File: config.mk
export PLATFORM = sky130hd
export DESIGN_NAME = wb_port_arbiter_flat
export DESIGN_NICKNAME = d
export VERILOG_FILES = /design/src/rtl/wb_port_arbiter_if.sv /design/src/rtl/wb_port_arbiter.sv /design/src/flat_wrapper.sv
export SDC_FILE = /design/constraint.sdc
export NUM_CORES = 1
export LEC_CHECK = 0
export BUFFER_PORTS_ARGS = -buffer_cell sky130_fd_sc_hd__buf_2
export CAP_MARGIN = 20
export CORE_MARGIN = 5
export CORE_UTILIZATION = 35
export DETAILED_ROUTE_END_ITERATION = 10
export GPL_ROUTABILITY_DRIVEN = 0
export GPL_TIMING_DRIVEN = 0
export SLEW_MARGIN = 20
export SYNTH_ARGS = -nofsm -noshare
export SYNTH_HDL_FRONTEND = slang
export SYNTH_SLANG_ARGS = --single-unit
File: constraint.sdc
create_clock -name clk -period 4.16 [get_ports clk]
set_input_delay 0.416 -clock clk [delete_from_list [all_inputs] [get_ports clk]]
set_output_delay 0.416 -clock clk [all_outputs]
set_load 0.02 [all_outputs]
File: src/rtl/wb_port_arbiter_if.sv
// Register-file write-port bundle between the ALU/load producers and wb_port_arbiter.
// The arbiter connects through the slave modport; producers and observers use master.
interface wb_port_arbiter_if #(
  parameter int unsigned LQ_DEPTH = 4
) ();
  localparam int unsigned CW = $clog2(LQ_DEPTH) + 1;

  logic          alu_valid;
  logic [4:0]    alu_rd;
  logic [31:0]   alu_data;
  logic          alu_ready;
  logic          ld_issue;
  logic [4:0]    ld_issue_rd;
  logic          ld_valid;
  logic [4:0]    ld_rd;
  logic [31:0]   ld_data;
  logic          ld_ready;
  logic          wr_en;
  logic [4:0]    wr_rd;
  logic [31:0]   wr_data;
  logic [31:0]   busy_mask;
  logic [CW-1:0] lq_count;
  logic          fwd_valid;
  logic [4:0]    fwd_rd;
  logic [31:0]   fwd_data;

  modport master (
    output alu_valid, alu_rd, alu_data,
    output ld_issue, ld_issue_rd, ld_valid, ld_rd, ld_data,
    input  alu_ready, ld_ready,
    input  wr_en, wr_rd, wr_data, busy_mask, lq_count,
    input  fwd_valid, fwd_rd, fwd_data
  );

  modport slave (
    input  alu_valid, alu_rd, alu_data,
    input  ld_issue, ld_issue_rd, ld_valid, ld_rd, ld_data,
    output alu_ready, ld_ready,
    output wr_en, wr_rd, wr_data, busy_mask, lq_count,
    output fwd_valid, fwd_rd, fwd_data
  );
endinterface

File: src/rtl/wb_port_arbiter.sv
// Merges ALU results and queued load results onto the single register-file write port,
// with a load-busy scoreboard. Define WB_BYPASS_EN to expose the current winner on fwd_*.
module wb_port_arbiter #(
  parameter int unsigned LQ_DEPTH     = 4,
  parameter int unsigned STARVE_LIMIT = 3
) (
  input  logic               clk,
  input  logic               reset,
  wb_port_arbiter_if.slave   bus
);
  localparam int unsigned PW = (LQ_DEPTH > 1) ? $clog2(LQ_DEPTH) : 1;
  localparam int unsigned CW = $clog2(LQ_DEPTH) + 1;
  localparam int unsigned SW = (STARVE_LIMIT > 0) ? $clog2(STARVE_LIMIT + 1) : 1;

  typedef enum logic [1:0] {
    SRC_NONE,
    SRC_ALU,
    SRC_LQ
  } src_e;

  logic [4:0]    q_rd   [LQ_DEPTH];
  logic [31:0]   q_data [LQ_DEPTH];
  logic [PW-1:0] rd_ptr;
  logic [PW-1:0] wr_ptr;
  logic [CW-1:0] count;
  logic [SW-1:0] starve_cnt;
  logic [31:0]   busy;
  logic [31:0]   busy_nxt;
  logic          wr_en_q;
  logic [4:0]    wr_rd_q;
  logic [31:0]   wr_data_q;

  logic          lq_empty;
  logic          lq_full;
  logic          alu_elig;
  logic          enq;
  logic          deq;
  src_e          src;
  logic [4:0]    win_rd;
  logic [31:0]   win_data;
  logic          win_commit;

  // Grant: queue head preempts the ALU when the ALU is stalled, the queue is full,
  // or the ALU has used up its run of consecutive grants.
  always_comb begin
    lq_empty = (count == '0);
    lq_full  = (count == CW'(LQ_DEPTH));
    alu_elig = bus.alu_valid && !busy[bus.alu_rd];
    src      = SRC_NONE;
    if (!lq_empty && (!alu_elig || lq_full || starve_cnt == SW'(STARVE_LIMIT))) begin
      src = SRC_LQ;
    end else if (alu_elig) begin
      src = SRC_ALU;
    end
    win_rd   = '0;
    win_data = '0;
    case (src)
      SRC_LQ: begin
        win_rd   = q_rd[rd_ptr];
        win_data = q_data[rd_ptr];
      end
      SRC_ALU: begin
        win_rd   = bus.alu_rd;
        win_data = bus.alu_data;
      end
      default: ;
    endcase
    win_commit = (src != SRC_NONE) && (win_rd != '0);
    enq        = bus.ld_valid && !lq_full;
    deq        = (src == SRC_LQ);
  end

  // Clear before set so a same-edge issue to the retiring rd keeps the bit.
  always_comb begin
    busy_nxt = busy;
    if (deq) begin
      busy_nxt[win_rd] = 1'b0;
    end
    if (bus.ld_issue) begin
      busy_nxt[bus.ld_issue_rd] = 1'b1;
    end
    busy_nxt[0] = 1'b0;
  end

  always_ff @(posedge clk) begin
    if (enq) begin
      q_rd[wr_ptr]   <= bus.ld_rd;
      q_data[wr_ptr] <= bus.ld_data;
    end
  end

  always_ff @(posedge clk or posedge reset) begin
    if (reset) begin
      rd_ptr <= '0;
      wr_ptr <= '0;
      count  <= '0;
    end else begin
      if (enq) begin
        wr_ptr <= wr_ptr + 1'b1;
      end
      if (deq) begin
        rd_ptr <= rd_ptr + 1'b1;
      end
      case ({enq, deq})
        2'b10:   count <= count + 1'b1;
        2'b01:   count <= count - 1'b1;
        default: count <= count;
      endcase
    end
  end

  always_ff @(posedge clk or posedge reset) begin
    if (reset) begin
      starve_cnt <= '0;
    end else if (lq_empty || src == SRC_LQ) begin
      starve_cnt <= '0;
    end else if (src == SRC_ALU && starve_cnt != SW'(STARVE_LIMIT)) begin
      starve_cnt <= starve_cnt + 1'b1;
    end
  end

  // An rd=0 winner is consumed but leaves wr_rd/wr_data untouched.
  always_ff @(posedge clk or posedge reset) begin
    if (reset) begin
      wr_en_q   <= 1'b0;
      wr_rd_q   <= '0;
      wr_data_q <= '0;
      busy      <= '0;
    end else begin
      wr_en_q <= win_commit;
      if (win_commit) begin
        wr_rd_q   <= win_rd;
        wr_data_q <= win_data;
      end
      busy <= busy_nxt;
    end
  end

  assign bus.alu_ready = (src == SRC_ALU);
  assign bus.ld_ready  = !lq_full;
  assign bus.wr_en     = wr_en_q;
  assign bus.wr_rd     = wr_rd_q;
  assign bus.wr_data   = wr_data_q;
  assign bus.busy_mask = busy;
  assign bus.lq_count  = count;

`ifdef WB_BYPASS_EN
  assign bus.fwd_valid = win_commit;
  assign bus.fwd_rd    = win_rd;
  assign bus.fwd_data  = win_data;
`else
  assign bus.fwd_valid = 1'b0;
  assign bus.fwd_rd    = '0;
  assign bus.fwd_data  = '0;
`endif

endmodule

File: src/flat_wrapper.sv
// flat-port wrapper written by rule: the top's interface ports become plain ports
module wb_port_arbiter_flat 
#(
  parameter int unsigned LQ_DEPTH     = 4,
  parameter int unsigned STARVE_LIMIT = 3
)
  (clk, reset, bus_alu_valid, bus_alu_rd, bus_alu_data, bus_ld_issue, bus_ld_issue_rd, bus_ld_valid, bus_ld_rd, bus_ld_data, bus_alu_ready, bus_ld_ready, bus_wr_en, bus_wr_rd, bus_wr_data, bus_busy_mask, bus_lq_count, bus_fwd_valid, bus_fwd_rd, bus_fwd_data);
  wb_port_arbiter_if #(.LQ_DEPTH(LQ_DEPTH)) bus_i ();
  input  logic clk;
  input  logic reset;
  input wire logic [$bits(bus_i.alu_valid)-1:0] bus_alu_valid;
  input wire logic [$bits(bus_i.alu_rd)-1:0] bus_alu_rd;
  input wire logic [$bits(bus_i.alu_data)-1:0] bus_alu_data;
  input wire logic [$bits(bus_i.ld_issue)-1:0] bus_ld_issue;
  input wire logic [$bits(bus_i.ld_issue_rd)-1:0] bus_ld_issue_rd;
  input wire logic [$bits(bus_i.ld_valid)-1:0] bus_ld_valid;
  input wire logic [$bits(bus_i.ld_rd)-1:0] bus_ld_rd;
  input wire logic [$bits(bus_i.ld_data)-1:0] bus_ld_data;
  output wire logic [$bits(bus_i.alu_ready)-1:0] bus_alu_ready;
  output wire logic [$bits(bus_i.ld_ready)-1:0] bus_ld_ready;
  output wire logic [$bits(bus_i.wr_en)-1:0] bus_wr_en;
  output wire logic [$bits(bus_i.wr_rd)-1:0] bus_wr_rd;
  output wire logic [$bits(bus_i.wr_data)-1:0] bus_wr_data;
  output wire logic [$bits(bus_i.busy_mask)-1:0] bus_busy_mask;
  output wire logic [$bits(bus_i.lq_count)-1:0] bus_lq_count;
  output wire logic [$bits(bus_i.fwd_valid)-1:0] bus_fwd_valid;
  output wire logic [$bits(bus_i.fwd_rd)-1:0] bus_fwd_rd;
  output wire logic [$bits(bus_i.fwd_data)-1:0] bus_fwd_data;
  assign bus_i.alu_valid = bus_alu_valid;
  assign bus_i.alu_rd = bus_alu_rd;
  assign bus_i.alu_data = bus_alu_data;
  assign bus_i.ld_issue = bus_ld_issue;
  assign bus_i.ld_issue_rd = bus_ld_issue_rd;
  assign bus_i.ld_valid = bus_ld_valid;
  assign bus_i.ld_rd = bus_ld_rd;
  assign bus_i.ld_data = bus_ld_data;
  assign bus_alu_ready = bus_i.alu_ready;
  assign bus_ld_ready = bus_i.ld_ready;
  assign bus_wr_en = bus_i.wr_en;
  assign bus_wr_rd = bus_i.wr_rd;
  assign bus_wr_data = bus_i.wr_data;
  assign bus_busy_mask = bus_i.busy_mask;
  assign bus_lq_count = bus_i.lq_count;
  assign bus_fwd_valid = bus_i.fwd_valid;
  assign bus_fwd_rd = bus_i.fwd_rd;
  assign bus_fwd_data = bus_i.fwd_data;
  wb_port_arbiter #(.LQ_DEPTH(LQ_DEPTH), .STARVE_LIMIT(STARVE_LIMIT)) u_core (.clk(clk), .reset(reset), .bus(bus_i));
endmodule
== After elaboration in Yosys (flattened, before gate mapping) ==
Memories as Yosys holds them, arrays and structs flattened.
Index checks and enable logic that the tools add are counted.

* Register bits after elaboration: 78
* Bits in writable memories: 148
* Bits of input ports: 84
* Memories: 2

* Add/sub/neg operators: 5
* Magnitude comparators: 5
* Equal/unequal tests: 7
* Muxes and demuxes: 17
* Bitwise operators: 3
* Reduce and logical (&&, ||, !) cells: 19

{| class="wikitable"
|+ Memory list
! memory !! depth !! bits a word !! read ports !! clocked after memory_dff !! wr ports !! RTL line !! source
|-
| u_core.q_data || 4 || 32 || 1 || 0 || 1 || wb_port_arbiter.sv:22 || <nowiki>logic [31:0] q_data [LQ_DEPTH];</nowiki>
|-
| u_core.q_rd || 4 || 5 || 1 || 0 || 1 || wb_port_arbiter.sv:21 || <nowiki>logic [4:0] q_rd [LQ_DEPTH];</nowiki>
|}

{| class="wikitable"
|+ Operators by type and width
! kind !! number
|-
| $mux 32 || 2
|-
| $pmux 32 s2 || 1
|-
| $and 32x32->32 || 1
|-
| $not 32->32 || 1
|-
| $or 32x32->32 || 1
|-
| $lt 5x6->1 const B || 3
|-
| $demux 1 s5 || 2
|-
| $ge 5x1->1 const B || 2
|-
| $pmux 5 s2 || 1
|-
| $logic_and 1x1->1 || 7
|-
| $add 2x1->2 const B || 3
|-
| $eq 2x2->1 const B || 3
|-
| $mux 1 || 6
|-
| $mux 2 || 3
|-
| $pmux 3 s2 || 1
|-
| $reduce_bool 2->1 || 3
|-
| $bmux 1 s5 || 1
|-
| $reduce_bool 5->1 || 1
|-
| $eq 2x1->1 const B || 2
|-
| $logic_not 1->1 || 4
|-
| $add 3x1->3 const B || 1
|-
| $eq 3x3->1 const B || 1
|-
| $logic_not 3->1 || 1
|-
| $logic_or 1x1->1 || 3
|-
| other kinds (2) || 2
|}

== Longest topological paths before layout ==
* Depth in word-level cells: 20
* Mapped depth: 13
* Gate-level depth less buffers: 11

== Least setup slack after synthesis ==
Ideal clock, no wire load.

* Kind: input-to-reg
* Start point: input port bus_alu_rd[1]
* End point: register u_core.wr_data_q[0] (netlist: u_core.bus.wr_data[0])
* Setup time: 128 ps
* Data arrival time: 3175 ps
* Required time: 4032 ps
* Setup slack: 858 ps
* Stages on the path: 11
* Path through: clkbuf_1 -> mux4_2 -> nand2b_1 -> a41o_1 -> o221ai_4 -> inv_2 -> a221o_1 -> a211oi_2 -> buf_4 -> buf_6 -> mux2_1

* Longest elaborated chain between the ends: 13

{| class="wikitable"
|+ Ends and longest elaborated chain
! item !! RTL line !! source
|-
| start, declared || flat_wrapper.sv:12 || <nowiki>input wire logic [$bits(bus_i.alu_rd)-1:0] bus_alu_rd;</nowiki>
|-
| $bmux 1 s5 || wb_port_arbiter.sv:48 || <nowiki>alu_elig = bus.alu_valid && !busy[bus.alu_rd];</nowiki>
|-
| $mux 1 (implied by the code) || wb_port_arbiter.sv:48 ||
|-
| $logic_not 1->1 || wb_port_arbiter.sv:48 ||
|-
| $logic_and 1x1->1 || wb_port_arbiter.sv:48 ||
|-
| $logic_not 1->1 || wb_port_arbiter.sv:50 || <nowiki>if (!lq_empty && (!alu_elig || lq_full || starve_cnt == SW'(STARVE_LIMIT))) begin</nowiki>
|-
| $logic_or 1x1->1 (2 in a row) || wb_port_arbiter.sv:50 ||
|-
| $logic_and 1x1->1 || wb_port_arbiter.sv:50 ||
|-
| $mux 2 || wb_port_arbiter.sv:50 ||
|-
| $eq 2x1->1 / $eq 2x2->1 (equally long branches) || wb_port_arbiter.sv:57 || <nowiki>case (src)</nowiki>
|-
| $pmux 5 s2 || wb_port_arbiter.sv:57 ||
|-
| $reduce_bool 5->1 || wb_port_arbiter.sv:68 || <nowiki>win_commit = (src != SRC_NONE) && (win_rd != '0);</nowiki>
|-
| $logic_and 1x1->1 || wb_port_arbiter.sv:68 ||
|-
| end signal, assigned || wb_port_arbiter.sv:133 || <nowiki>wr_data_q <= win_data;</nowiki>
|-
| end, declared || wb_port_arbiter.sv:31 || <nowiki>logic [31:0] wr_data_q;</nowiki>
|}

Several ways; a longest one is shown, not always the timed one. The select of a mux whose other input is x is not followed.
A chain may end at the register's enable or synchronous reset.

== Final worst setup path ==
* Start point: register u_core.rd_ptr[0]
* End point: register u_core.wr_data_q[3] (netlist: u_core.bus.wr_data[3])

* Longest elaborated chain between the ends: 4

{| class="wikitable"
|+ Ends and longest elaborated chain
! item !! RTL line !! source
|-
| start, declared || wb_port_arbiter.sv:23 || <nowiki>logic [PW-1:0] rd_ptr;</nowiki>
|-
| start signal, assigned || wb_port_arbiter.sv:102 || <nowiki>rd_ptr <= rd_ptr + 1'b1;</nowiki>
|-
| $mem_v2 4x5 || n/a ||
|-
| $pmux 5 s2 || wb_port_arbiter.sv:57 ||
|-
| $reduce_bool 5->1 || wb_port_arbiter.sv:68 ||
|-
| $logic_and 1x1->1 || wb_port_arbiter.sv:68 ||
|}

Several ways; a longest one is shown, not always the timed one.

==> summary.txt <==
Clock Path Buffers = 3
WL final = 23600 um
DR WL/cell = 19.6 um
Slew Limit Fails = 0
Final setup viols = 0
IO buf count = 155
initial core utilization = 35.2%
critical path launch point type = register
Final Cell Area = 12100 um2
fmax = 256 MHz
1st-iter DRT viols = 422
latest clock arrival within the worst-skew pair = 0.53 ns
global-route wire length before repair = 36400 um
Area Overhead vs Synth = 24.7%
setup TNS = 0 ns
antenna violation net count after detailed routing = 0
layout cells sized above 1 = 39.7%
fin crit share = 93.8%
Worst Path Max Fanout = 10
fin crit period = 3.90 ns
Commonest cells post-synth = edfxtp_1 (148), dfrtp_1 (78), mux4_2 (43)
clock root cell = clkbuf_16
Cell Chain, Critical Path = buf_1 -> mux4_2 -> or3_1 -> a221o_1 -> a211oi_2 -> buf_4 -> buf_6 -> mux2_1
library cells used by synthesis = 51
post-synth top area share = 45.9%
DIE WIDTH = 176 um
max_cap viols = 0
IO Pins = 197
Die Y = 176 um
GRT overflow = 0
Worst Hold Endpoint = u_core.q_data[1][4]
CTS resizes = 0
reg2reg setup slack = 0.26 ns
Hold Startpoint = bus_ld_data[4]
RR Endpoint = u_core.bus.wr_data[3]
total power = 9440 uW
H-tree Lvls = 1
post-synthesis register bit count = 226
slowest cell delay on critical path = 0.68 ns
Worst Path Buf+Inv = 3
GRT Util Overall = 15.0%
Core Area = 27600 um2
RSZ-0062 raised after global routing = false
critical path arrival = 4.31 ns
slowest CP cell = buf_1
hpwl dp = 16200 um
Detailed Routing Iterations Pass 1 = 4
syn avg cell area = 16.7 um2
CTS tree = done
drc violations = 0
vias in the first global route = 6190
vias per inst = 4.94
die area = 31100 um2
PwrDens = 781 nW/um2
slew at the pin closest to its max-slew limit = 0.940 ns
Hold Path Class = in -> reg
VDD IR max = 0.000373 V
Final Hold Viols = 0
maximum number of pins on one net before global-route repair = 51
Async SR Flop Fraction = 34.5%
clk_skew = 0.0176 ns
area post-placement = 11200 um2
crit end category = register
Filler cells = 2468
via count = 5951
final worst setup slack = 0.259 ns
Mapped Cells = 580
worst hold stages = 1
Worst R2R Path Depth = 8
cell taking the most area after synthesis = edfxtp_1
most common cell in the netlist = edfxtp_1
Clock Sink Count = 226
worst path required time = 4.57 ns
n_diodes = 0
max_slew headroom = 37.3%
Post-Place Worst Slack = 0.0745 ns
Yosys Warn Count = 0
CP Class = reg -> reg
sequential share of the synthesized area = 66.0%
initial antenna violation count = 7
register clock-pin slew on the reported worst setup and hold paths = 0.06 ns
Pleak = 0.00481 uW
status = finished, final reports clean
synthesized cell area = 9690 um2
worst r2r src = u_core.rd_ptr[0]
fin util = 43.9%
top_reg_cell synth = edfxtp_1
nets = 898
Synth area leaders = edfxtp_1 (46%), dfrtp_1 (20%), mux4_2 (10%)
EDFF count, synth = 148
CP top delay family = buffers and inverters
row count = 61
Num CTS Buffers = 27
==> cell usage in the layout (no fill, tap or decap), drive strengths merged, types with 4 or more instances in the layout <==
master / instances
a21o: 9
a22o: 35
and3: 6
buf: 209
clkbuf: 59
conb: 39
dfrtp: 78
edfxtp: 148
ha: 6
inv: 18
mux2: 36
mux4: 43
nand2: 7
nand3: 4
nand3b: 7
nor2: 9
o21ai: 33
o2bb2ai: 4
o41ai: 24
or3: 5
or3b: 4
xnor2: 4
==> sequential cells by signal (all words and copies together) (netlist names) <==
name,cells
u_core.bus.wr_data,32
u_core.wr_ptr,2
u_core.bus.busy_mask,31
u_core.starve_cnt,2
u_core.rd_ptr,2
u_core.q_data,128
u_core.q_rd,20
u_core.bus.wr_en,1
u_core.bus.lq_count,3
u_core.bus.wr_rd,5
==> what timing repair did <==
action                     in CTS  in global routing
setup endpoints to repair       0                  1
setup buffers                   0                  0
hold endpoints to repair       28                  0
hold buffers                    1                  0
==> layer usage <==
| metal | global-route usage, % | routed length (um) | up-vias |
|---|---|---|---|
| met5 | 0 | 77 | - |
| met4 | 2.74 | 373 | 12 |
| met3 | 4.88 | 2340 | 45 |
| met2 | 23.3 | 10600 | 265 |
| met1 | 21.0 | 10300 | 2926 |
| li1 | - | - | 2703 |
==> report_power, final <==
group / internal, uW / switching (uW)
registers: 3110 / 319
clock network: 1330 / 958
logic: 1560 / 2170
total: 5990 / 3450
==> worst max path at each step <==
stage,start,to,slack [ns],cells after the start
finish,u_core.rd_ptr[0],u_core.bus.wr_data[3],0.26,8
global route,u_core.rd_ptr[0],u_core.bus.wr_data[3],0.02,8
CTS,u_core.bus.busy_mask[31],bus_alu_ready,0.11,7
detailed placement,bus_alu_rd[2],u_core.bus.wr_data[3],0.07,12
global placement,bus_alu_rd[2],u_core.bus.wr_data[0],0.12,12
floorplan,bus_alu_rd[1],u_core.bus.wr_data[0],0.86,11
==> cells by family after synthesis <==
kind of cell / Yosys count / synth area share [%]
DFF: 226 / 66.0
AOI/OAI and AO/OA: 125 / 10.0
xor gates and xnor gates: 6 / 0.542
other: 1 / 0.0387
and+or+nand+nor: 51 / 3.02
adders and majority gates: 7 / 0.981
muxes: 81 / 14.4
buffers and inverters: 83 / 5.03
==> metrics by stage <==
step / std cells / hold slack (ns)
detailed placement: 1156 / 0.430
finish: 1205 / 0.0988
global placement: 1151 / 0.420
floorplan: 618 / 0.406
global route: 1205 / 0.0730
CTS: 1206 / 0.0724
==> layout make-up <==
cell class / instances / area (um2) / area share (%)
buffer: 72 / 447 / 3.70
clock buffer: 36 / 772 / 6.39
inverter: 10 / 40.0 / 0.331
sequential: 226 / 6400 / 52.9
tap: 378 / 473 / 3.91
timing repair buffer: 161 / 893 / 7.39
clock inverter: 13 / 109 / 0.901
multi-input combinational: 309 / 2960 / 24.5
(Power assumes the default switching activity.)
